**config.mk**
```make
export PLATFORM = sky130hd
export DESIGN_NAME = music_ctrl_flat
export DESIGN_NICKNAME = d
export VERILOG_FILES = /design/src/rtl/music_ctrl_if.sv /design/src/rtl/music_ctrl.sv /design/src/flat_wrapper.sv
export SDC_FILE = /design/constraint.sdc
export NUM_CORES = 1
export LEC_CHECK = 0
export CORE_UTILIZATION = 40
export CTS_BUF_LIST = sky130_fd_sc_hd__clkbuf_8
export CTS_CLUSTER_DIAMETER = 120
export DETAILED_ROUTE_END_ITERATION = 12
export PLACE_DENSITY = 0.61
export SYNTH_ARGS = -nofsm -noshare
export SYNTH_HDL_FRONTEND = slang
export SYNTH_SLANG_ARGS = --single-unit
```
**constraint.sdc**
```tcl
create_clock -name clk -period 2.85 [get_ports clk]
set_input_delay 0.4275 -clock clk [delete_from_list [all_inputs] [get_ports clk]]
set_output_delay 0.4275 -clock clk [all_outputs]
set_load 0.1 [all_outputs]
```
**src/rtl/music_ctrl_if.sv**
```systemverilog
// Button, ROM and tone-generator signals of the music controller.
// The master side drives button/ROM inputs; the slave side is the controller.
interface music_ctrl_if;
    logic       music_en;
    logic       loop_en;
    logic [7:0] rom_data;
    logic [5:0] rom_addr;
    logic [4:0] tone_code;
    logic       playing;
    logic       paused;
    logic       short_evt;
    logic       long_evt;

    modport master (
        output music_en, loop_en, rom_data,
        input  rom_addr, tone_code, playing, paused, short_evt, long_evt
    );

    modport slave (
        input  music_en, loop_en, rom_data,
        output rom_addr, tone_code, playing, paused, short_evt, long_evt
    );
endinterface

```
**src/rtl/music_ctrl.sv**
```systemverilog
// Note-ROM sequencer driven by one debounced button: a short press plays/pauses/resumes,
// and a long press stops and rewinds.
module music_ctrl #(
    parameter int unsigned DB_CYCLES   = 500000,
    parameter int unsigned LONG_CYCLES = 2500000,
    parameter int unsigned BEAT_CYCLES = 6250000
) (
    input  logic        clk,
    input  logic        rst,
    music_ctrl_if.slave ctrl
);
    localparam int unsigned DB_W    = $clog2(DB_CYCLES + 1);
    localparam int unsigned PRESS_W = $clog2(LONG_CYCLES + 1);
    localparam int unsigned HOLD_W  = $clog2(7 * BEAT_CYCLES + 1);
    localparam int unsigned ADDR_W  = 6;
    localparam int unsigned PITCH_W = 5;
    localparam int unsigned LEN_W   = 3;
    localparam logic [PITCH_W-1:0] END_MARK = 5'h1F;

    typedef struct packed {
        logic [LEN_W-1:0]   len;
        logic [PITCH_W-1:0] pitch;
    } note_t;

    typedef enum logic [1:0] {IDLE, FETCH, HOLD, PAUSE} state_t;

    note_t note;
    assign note = note_t'(ctrl.rom_data);

    // ---------------- button path ----------------
    logic               sync1_q, sync2_q;
    logic               db_q, db_d;
    logic [DB_W-1:0]    db_cnt_q, db_cnt_d;
    logic [DB_W-1:0]    arm_cnt_q, arm_cnt_d;
    logic               armed_q, armed_d;
    logic [PRESS_W-1:0] press_cnt_q, press_cnt_d;
    logic               short_q, short_d;
    logic               long_q, long_d;

    // Debounced level follows the synchronized level only after a full stable run.
    always_comb begin : debounce_c
        db_d     = db_q;
        db_cnt_d = '0;
        if (sync2_q != db_q) begin
            if (db_cnt_q == DB_W'(DB_CYCLES - 1)) db_d = sync2_q;
            else                                  db_cnt_d = db_cnt_q + DB_W'(1);
        end
    end

    // Presses are recognised only once the button has been seen stably released,
    // so a button held through reset cannot produce an event.
    always_comb begin : arm_c
        armed_d   = armed_q;
        arm_cnt_d = '0;
        if (!armed_q && db_q && sync2_q) begin
            if (arm_cnt_q == DB_W'(DB_CYCLES - 1)) armed_d   = 1'b1;
            else                                   arm_cnt_d = arm_cnt_q + DB_W'(1);
        end
    end

    always_comb begin : press_c
        press_cnt_d = '0;
        short_d     = 1'b0;
        long_d      = 1'b0;
        if (armed_q && !db_q) begin
            if (db_d) begin
                short_d = (press_cnt_q != PRESS_W'(LONG_CYCLES));
            end else if (press_cnt_q != PRESS_W'(LONG_CYCLES)) begin
                press_cnt_d = press_cnt_q + PRESS_W'(1);
                long_d      = (press_cnt_q == PRESS_W'(LONG_CYCLES - 1));
            end else begin
                press_cnt_d = press_cnt_q;
            end
        end
    end

    always_ff @(posedge clk) begin : button_reg
        if (rst) begin
            sync1_q     <= 1'b1;
            sync2_q     <= 1'b1;
            db_q        <= 1'b1;
            db_cnt_q    <= '0;
            arm_cnt_q   <= '0;
            armed_q     <= 1'b0;
            press_cnt_q <= '0;
            short_q     <= 1'b0;
            long_q      <= 1'b0;
        end else begin
            sync1_q     <= ctrl.music_en;
            sync2_q     <= sync1_q;
            db_q        <= db_d;
            db_cnt_q    <= db_cnt_d;
            arm_cnt_q   <= arm_cnt_d;
            armed_q     <= armed_d;
            press_cnt_q <= press_cnt_d;
            short_q     <= short_d;
            long_q      <= long_d;
        end
    end

    // ---------------- sequencer ----------------
    state_t              state_q, state_d;
    logic                phase_q, phase_d;
    logic                from_fetch_q, from_fetch_d;
    logic [ADDR_W-1:0]   addr_q, addr_d;
    logic [PITCH_W-1:0]  tone_q, tone_d;
    logic [PITCH_W-1:0]  pitch_q, pitch_d;
    logic [HOLD_W-1:0]   hold_q, hold_d;
    logic                playing_q, playing_d;
    logic                paused_q, paused_d;
    logic [LEN_W-1:0]    len_eff;

    assign len_eff = (note.len == '0) ? LEN_W'(1) : note.len;

    always_ff @(posedge clk) begin : state_reg
        if (rst) state_q <= IDLE;
        else     state_q <= state_d;
    end

    // Button events take priority over note expiry; long press overrides everything.
    always_comb begin : next_state_c
        state_d = state_q;
        unique case (state_q)
            IDLE:  if (short_q) state_d = FETCH;
            FETCH: begin
                if (short_q) begin
                    state_d = PAUSE;
                end else if (phase_q) begin
                    if (note.pitch == END_MARK) state_d = ctrl.loop_en ? FETCH : IDLE;
                    else                        state_d = HOLD;
                end
            end
            HOLD: begin
                if (short_q)                      state_d = PAUSE;
                else if (hold_q == HOLD_W'(1))    state_d = FETCH;
            end
            PAUSE: if (short_q) state_d = from_fetch_q ? FETCH : HOLD;
        endcase
        if (long_q) state_d = IDLE;
    end

    always_comb begin : output_c
        addr_d       = addr_q;
        tone_d       = tone_q;
        pitch_d      = pitch_q;
        hold_d       = hold_q;
        phase_d      = 1'b0;
        from_fetch_d = from_fetch_q;
        unique case (state_q)
            IDLE: begin
                addr_d = '0;
                tone_d = '0;
            end
            FETCH: begin
                if (short_q) begin
                    from_fetch_d = 1'b1;
                    tone_d       = '0;
                end else if (!phase_q) begin
                    phase_d = 1'b1;
                end else if (note.pitch == END_MARK) begin
                    addr_d = '0;
                    if (!ctrl.loop_en) tone_d = '0;
                end else begin
                    hold_d  = HOLD_W'(len_eff) * HOLD_W'(BEAT_CYCLES);
                    tone_d  = note.pitch;
                    pitch_d = note.pitch;
                end
            end
            HOLD: begin
                if (short_q) begin
                    from_fetch_d = 1'b0;
                    tone_d       = '0;
                end else if (hold_q == HOLD_W'(1)) begin
                    addr_d = addr_q + ADDR_W'(1);
                end else begin
                    hold_d = hold_q - HOLD_W'(1);
                end
            end
            PAUSE: if (short_q) tone_d = pitch_q;
        endcase
        if (long_q) begin
            addr_d       = '0;
            tone_d       = '0;
            pitch_d      = '0;
            hold_d       = '0;
            from_fetch_d = 1'b0;
        end
        playing_d = (state_d == FETCH) || (state_d == HOLD);
        paused_d  = (state_d == PAUSE);
    end

    always_ff @(posedge clk) begin : datapath_reg
        if (rst) begin
            phase_q      <= 1'b0;
            from_fetch_q <= 1'b0;
            addr_q       <= '0;
            tone_q       <= '0;
            pitch_q      <= '0;
            hold_q       <= '0;
            playing_q    <= 1'b0;
            paused_q     <= 1'b0;
        end else begin
            phase_q      <= phase_d;
            from_fetch_q <= from_fetch_d;
            addr_q       <= addr_d;
            tone_q       <= tone_d;
            pitch_q      <= pitch_d;
            hold_q       <= hold_d;
            playing_q    <= playing_d;
            paused_q     <= paused_d;
        end
    end

    assign ctrl.rom_addr  = addr_q;
    assign ctrl.tone_code = tone_q;
    assign ctrl.playing   = playing_q;
    assign ctrl.paused    = paused_q;
    assign ctrl.short_evt = short_q;
    assign ctrl.long_evt  = long_q;
endmodule

```
**src/flat_wrapper.sv**
```systemverilog
// flat-port wrapper written by rule: the top's interface ports become plain ports
module music_ctrl_flat 
#(
    parameter int unsigned DB_CYCLES   = 500000,
    parameter int unsigned LONG_CYCLES = 2500000,
    parameter int unsigned BEAT_CYCLES = 6250000
)
  (clk, rst, ctrl_music_en, ctrl_loop_en, ctrl_rom_data, ctrl_rom_addr, ctrl_tone_code, ctrl_playing, ctrl_paused, ctrl_short_evt, ctrl_long_evt);
  music_ctrl_if ctrl_i ();
  input  logic clk;
  input  logic rst;
  input wire logic [$bits(ctrl_i.music_en)-1:0] ctrl_music_en;
  input wire logic [$bits(ctrl_i.loop_en)-1:0] ctrl_loop_en;
  input wire logic [$bits(ctrl_i.rom_data)-1:0] ctrl_rom_data;
  output wire logic [$bits(ctrl_i.rom_addr)-1:0] ctrl_rom_addr;
  output wire logic [$bits(ctrl_i.tone_code)-1:0] ctrl_tone_code;
  output wire logic [$bits(ctrl_i.playing)-1:0] ctrl_playing;
  output wire logic [$bits(ctrl_i.paused)-1:0] ctrl_paused;
  output wire logic [$bits(ctrl_i.short_evt)-1:0] ctrl_short_evt;
  output wire logic [$bits(ctrl_i.long_evt)-1:0] ctrl_long_evt;
  assign ctrl_i.music_en = ctrl_music_en;
  assign ctrl_i.loop_en = ctrl_loop_en;
  assign ctrl_i.rom_data = ctrl_rom_data;
  assign ctrl_rom_addr = ctrl_i.rom_addr;
  assign ctrl_tone_code = ctrl_i.tone_code;
  assign ctrl_playing = ctrl_i.playing;
  assign ctrl_paused = ctrl_i.paused;
  assign ctrl_short_evt = ctrl_i.short_evt;
  assign ctrl_long_evt = ctrl_i.long_evt;
  music_ctrl #(.DB_CYCLES(DB_CYCLES), .LONG_CYCLES(LONG_CYCLES), .BEAT_CYCLES(BEAT_CYCLES)) u_core (.clk(clk), .rst(rst), .ctrl(ctrl_i));
endmodule
```
Word-level counts from Yosys, hierarchy flattened
Cells that the tools add are included.
- $add $sub $neg: 5
- multipliers: 1
- eq/ne operators: 25
- mux-type cells: 37
- bitwise logic cells: 8
- reduce and logical (&&, ||, !) cells: 23
- operator list (kind ; number):
    26-bit 2-to-1 mux ; 5
    26-bit case mux with 2 select lines ; 1
    19-bit by 1-bit adder with 19-bit output (second input constant) ; 2
    19-bit == test (second input constant) ; 2
    5-bit 2-to-1 mux ; 6
    6-bit 2-to-1 mux ; 5
    26-bit by 1-bit == test with 1-bit output (second input constant) ; 1
    26-bit by 1-bit subtractor with 26-bit output (second input constant) ; 1
    22-bit by 1-bit adder with 22-bit output (second input constant) ; 1
    22-bit == test (second input constant) ; 1
    3-bit by 19-bit multiplier with 22-bit output (second input constant) ; 1
    22-bit inequality test (second input constant) ; 1
    5-bit case mux with 4 select lines ; 1
    2-bit 2-to-1 mux ; 9
    6-bit case mux with 3 select lines ; 1
    3-bit OR reduction ; 5
    2-bit by 1-bit inequality test with 1-bit output (second input constant) ; 6
    6-bit AND reduction ; 2
    2-bit == test (second input constant) ; 4
    2-bit inequality test (second input constant) ; 4
    1-bit NOT ; 8
    2-bit case mux with 4 select lines ; 1
    4-bit AND reduction ; 2
    6-bit by 1-bit adder with 6-bit output (second input constant) ; 1
    other kinds (19) ; 28
- register bits after elaboration: 114
- word-level logic and storage cells: 117

Depth between registers and ports, before layout
- word-level depth: 8
- depth in mapped cells: 12
- gate-level depth less buffers: 11

Worst setup path after synthesis
Ideal clock, no wire load.
- kind: input port to flip-flop
- start: input ctrl_rom_data[7]
- end: register u_core.hold_q[22]
- setup time: 0.086 ns
- data arrival time: 2.931 ns
- required time: 2.764 ns
- slack: -0.167 ns
- stages on the path: 11
- path through: clkbuf_1 or3b_2 and2_1 ha_1 clkbuf_1 and4_1 a21oi_1 a31oi_1 a41oi_1 xor2_1 a211oi_1
- word-level cells in the longest chain between the ends: 7
- ends and longest elaborated chain (item ; RTL line ; source):
    start, declared ; flat_wrapper.sv:14 ; input wire logic [$bits(ctrl_i.rom_data)-1:0] ctrl_rom_data;
    3-bit logical NOT ; music_ctrl.sv:113 ; assign len_eff = (note.len == '0) ? LEN_W'(1) : note.len;
    3-bit 2-to-1 mux (*) ; music_ctrl.sv:113 ;
    3-bit by 19-bit multiplier with 22-bit output (*) ; music_ctrl.sv:164 ; hold_d = HOLD_W'(len_eff) * HOLD_W'(BEAT_CYCLES);
    26-bit 2-to-1 mux (*) ; music_ctrl.sv:160 ; end else if (note.pitch == END_MARK) begin
    26-bit 2-to-1 mux (*) ; music_ctrl.sv:158 ; end else if (!phase_q) begin
    26-bit 2-to-1 mux (*) ; music_ctrl.sv:155 ; if (short_q) begin
    26-bit case mux with 2 select lines (*) ; music_ctrl.sv:149 ; unique case (state_q)
    end signal, assigned ; music_ctrl.sv:208 ; hold_q <= hold_d;
    end, declared ; music_ctrl.sv:108 ; logic [HOLD_W-1:0] hold_q, hold_d;
Mark *: on every way between the ends. The rest lies on a longest branch, timed or not. The select of a mux whose other input is x is not followed.
A chain may end at the register's enable or synchronous reset.

Final worst setup path
- start: input ctrl_rom_data[5]
- end: register u_core.hold_q[22]
The elaborated chain is that of the path after synthesis.

==> metrics.md <==
| Metric | Value |
|---|---|
| Nets | 860 |
| Residual DRC | 0 |
| Postcts setup bufs | 0 |
| Clock power share | 0.447 |
| Syn Std Cell Area | 0.00618 mm2 |
| Final Instance Area | 0.00735 mm2 |
| Overall via count from detail_route | 5641 |
| Peak VDD IR | 0.336 mV |
| Post-synth ARST share | 0 |
| GR Util met1 | 0.241 |
| Leakage | 2.74 nW |
| WP buf/inv | 4 |
| Final Setup Violations | 0 |
| EDFF count, synth | 0 |
| Largest net degree at the start of global routing | 31 |
| RSZ-0062 raised after global routing | no |
| Switching Fraction | 0.241 |
| CTS Buf Count | 17 |
| Startpoint types | input port |
| Routability cong. | 0.892 |
| Global-route track usage on met3 | 0.0624 |
| Layout area overhead | 18.9% |
| Number of global-route vias before repair | 5414 |
| Clock root buffer | clkbuf_8 |
| Highest clock rate | 369 MHz |
| CP top delay family | adder cells |
| Crit-path slowest cell | clkdlybuf4s50_1 |
| Wire per inst | 15.1 um |
| Tmin final | 2710 ps |
| Comb power frac | 0.110 |
| First-pass GRT wire length | 25900 um |
| IO Pins | 27 |
| Final WL | 15500 um |
| WP data required | 3200 ps |
| Synthesized instance count | 759 |
| Max clock buf depth | 2 |
| Final-report max-slew violation count | 0 |
| Place WS | -385 ps |
| CP cell instances | clkdlybuf4s50_1, o21bai_1, ha_1, ha_1, inv_1, fa_1, inv_1, buf_4, a21oi_1, o21bai_1, a41oi_2, xor2_1, a211oi_1 |
| Final core occ | 0.485 |
| Area after DPL | 0.00691 mm2 |
| CORE AREA | 0.0151 mm2 |
| CTS resizes | 0 |
| Clk_skew | 14.0 ps |
| CTS tree | yes |
| Worst-Skew Late Latency | 440 ps |
| Hold slack | 418 ps |
| Int Pwr | 0.00274 W |
| Post-Synthesis Net Count | 792 |
| Number of distinct library cells after synthesis | 72 |
| Worst Tran Pin Value | 649 ps |
| Crit Path Class | in2reg |
| Flop pwr share | 0.444 |
| Site Rows | 45 |
| Initial Util | 0.408 |
| Met2 usage | 0.342 |
| Final period utilization | 0.951 |
| CP peak stage delay | 440 ps |
| Hold/Removal Path Class | reg2reg |
| Die W | 126 um |
| Total GRT Usage | 0.202 |
| Worst slew margin relative to its limit | 0.567 |
| Avg Vias per Cell | 5.50 |
| Critical Path AT | 3070 ps |
| Worst-path clk slew | 70 ps |
| # diodes | 0 |
| H-tree levels | 4 |
| GR Overflow Total | 0 |
| Yosys reg bits | 114 |
| CP max FO | 4 |
| Max Cap Viol | 0 |
| Final WS setup | 139 ps |
| Port Buf Inserts | 26 |
| Clock sink count | 114 |
| Die area | 0.0160 mm2 |
| Seq/Total Area, Yosys | 0.369 |
| Top FF cell, synth | dfxtp_1 |
| Share of layout cells above drive strength 1 | 0.147 |
| GR peak layer | met2 |
| Die Y | 126 um |
| Power density over cell area | 491 mW/mm2 |
| Yosys warning count | 0 |
| Net load switching power | 0.000871 W |
| Mapped Avg Cell Area | 8.14 um2 |
| Antenna violations before repair | 0 |
| Critical path endpoint category | flop |
| Final hold vios | 0 |
| DRT Pass-1 Iters | 6 |
| Outcome | complete, no violations |
| DPL Wire Length | 11400 um |
| Hold Buf Count CTS | 0 |
| Antenna viol nets, final | 0 |
| 1st-iter DRT viols | 365 |
-- registers in the layout (all words and copies together), names as in the netlist --
register / count
u_core.sync2_q: 1
u_core.arm_cnt_q: 19
u_core.state_q: 2
u_core.armed_q: 1
u_core.from_fetch_q: 1
u_core.hold_q: 26
u_core.ctrl.rom_addr: 6
u_core.ctrl.long_evt: 1
u_core.phase_q: 1
u_core.ctrl.tone_code: 5
u_core.ctrl.paused: 1
u_core.pitch_q: 5
u_core.ctrl.playing: 1
u_core.db_q: 1
u_core.db_cnt_q: 19
u_core.sync1_q: 1
u_core.ctrl.short_evt: 1
u_core.press_cnt_q: 22
-- layout make-up --
cell class	instances	area, um2
Fill cell	1448	7790
Multi-Input combinational cell	588	3680
Sequential cell	114	2280
Timing Repair Buffer	81	641
Clock buffer	21	289
Tap cell	188	235
Clock inverter	9	131
Inverter	25	93.8
-- power by group through the flow --
stage               clock [W]  combinational (W)  sequential (W)
finish                0.00161           0.000396         0.00160
global route          0.00171           0.000432         0.00160
CTS                   0.00165           0.000388         0.00160
detailed placement          0           0.000386         0.00164
global placement            0           0.000385         0.00164
floorplan                   0           0.000213         0.00164
-- stage by stage --
step                power [W]  std cells  setup TNS [ps]
finish                0.00361       1026               0
detailed placement    0.00202        996           -3210
global placement      0.00202        996           -2170
CTS                   0.00364       1026               0
floorplan             0.00185        759               0
global route          0.00374       1026               0
-- cell families (layout without fill, tap and decap cells) --
logic type      count (synthesis)  count (layout)  synth area share
mux                             7               7            0.0113
xor+xnor                       66              66            0.0935
compound gates                131             131             0.137
simple gates                  363             363             0.305
buf+inv                        57             136            0.0399
fa+ha+maj                      21              21            0.0437
flops                         114             114             0.369
-- final timing paths --
| path | startpoint | end | slack [ps] | depth (start not counted) |
|---|---|---|---|---|
| max | ctrl_rom_data[5] | u_core.hold_q[22]$_SDFFE_PP0P_ | 140 | 13 |
| min | u_core.sync1_q$_SDFF_PP1_ | u_core.sync2_q$_SDFF_PP1_ | 420 | 1 |
| max reg2reg | u_core.hold_q[1]$_SDFFE_PP0P_ | u_core.hold_q[23]$_SDFFE_PP0P_ | 280 | 7 |
| min reg2reg | u_core.sync1_q$_SDFF_PP1_ | u_core.sync2_q$_SDFF_PP1_ | 420 | 1 |
-- layout by cell type (no fill, tap or decap), drive strengths merged, types with 10 or more instances in the layout --
cell type  synthesis  final
a21oi             37     37
a31oi             12     12
and2              11     11
and3              14     14
and4              10     10
buf                7     70
clkbuf            25     21
dfxtp            114    114
ha                20     20
inv               25     26
nand2             53     53
nand3             40     40
nand4             18     18
nor2             122    122
nor2b             10     10
nor3              28     28
nor4              13     13
o21ai             31     31
or4               11     11
xnor2             29     29
xor2              37     37
-- cell usage after synthesis, types with 2 or more instances --
| cell | count | share of area |
|---|---|---|
| o31a_1 | 2 | 0.0028 |
| nor2b_1 | 10 | 0.010 |
| nand2_1 | 53 | 0.032 |
| nor3b_1 | 2 | 0.0024 |
| o211ai_1 | 2 | 0.0024 |
| and2_1 | 11 | 0.011 |
| nand2b_1 | 5 | 0.0051 |
| a221oi_1 | 4 | 0.0057 |
| o2bb2ai_1 | 2 | 0.0028 |
| a32oi_1 | 3 | 0.0043 |
| a22oi_1 | 3 | 0.0036 |
| and4_1 | 9 | 0.013 |
| o21ai_0 | 29 | 0.023 |
| xnor2_1 | 29 | 0.041 |
| and3_1 | 13 | 0.013 |
| o22ai_1 | 3 | 0.0030 |
| a31oi_1 | 12 | 0.012 |
| or4_4 | 3 | 0.0055 |
| nand3b_1 | 2 | 0.0024 |
| a21oi_1 | 37 | 0.030 |
| clkbuf_1 | 24 | 0.015 |
| a41oi_1 | 4 | 0.0057 |
| nor4b_1 | 4 | 0.0057 |
| nor4bb_1 | 3 | 0.0049 |
| or3b_2 | 2 | 0.0028 |
| o21bai_1 | 4 | 0.0049 |
| buf_6 | 2 | 0.0036 |
| dfxtp_1 | 114 | 0.37 |
| mux2i_1 | 7 | 0.011 |
| nand3_1 | 39 | 0.032 |
| nand4_1 | 18 | 0.018 |
| nor3_1 | 27 | 0.022 |
| ha_1 | 20 | 0.040 |
| buf_2 | 3 | 0.0024 |
| a211oi_1 | 3 | 0.0036 |
| or2_2 | 4 | 0.0040 |
| a21o_1 | 6 | 0.0073 |
| a211o_1 | 2 | 0.0028 |
| nor2_1 | 121 | 0.073 |
| xor2_1 | 37 | 0.052 |
| or3_1 | 8 | 0.0081 |
| or4_1 | 8 | 0.0097 |
| nor4_1 | 11 | 0.011 |
| o311ai_0 | 2 | 0.0028 |
| inv_1 | 25 | 0.015 |
-- per-layer routing --
layer	share of wire	vias up	wire length (um)
met5	0	-	0
met4	0.015	0	233
met3	0.057	25	884
met2	0.48	123	7460
met1	0.45	2654	6960
li1	-	2839	-
-- worst register-to-register path, delay by kind of cell, from the launching register on --
| kind | cells | cell delay (ps) |
|---|---|---|
| AO/OA/AOI/OAI | 2 | 660 |
| adder cells (fa/ha/maj) | 1 | 130 |
| buffers and inverters | 1 | 90 |
| flip-flops | 1 | 340 |
| AND/OR/NAND/NOR | 3 | 1260 |
No activity file was read; power rests on OpenSTA's default activity.
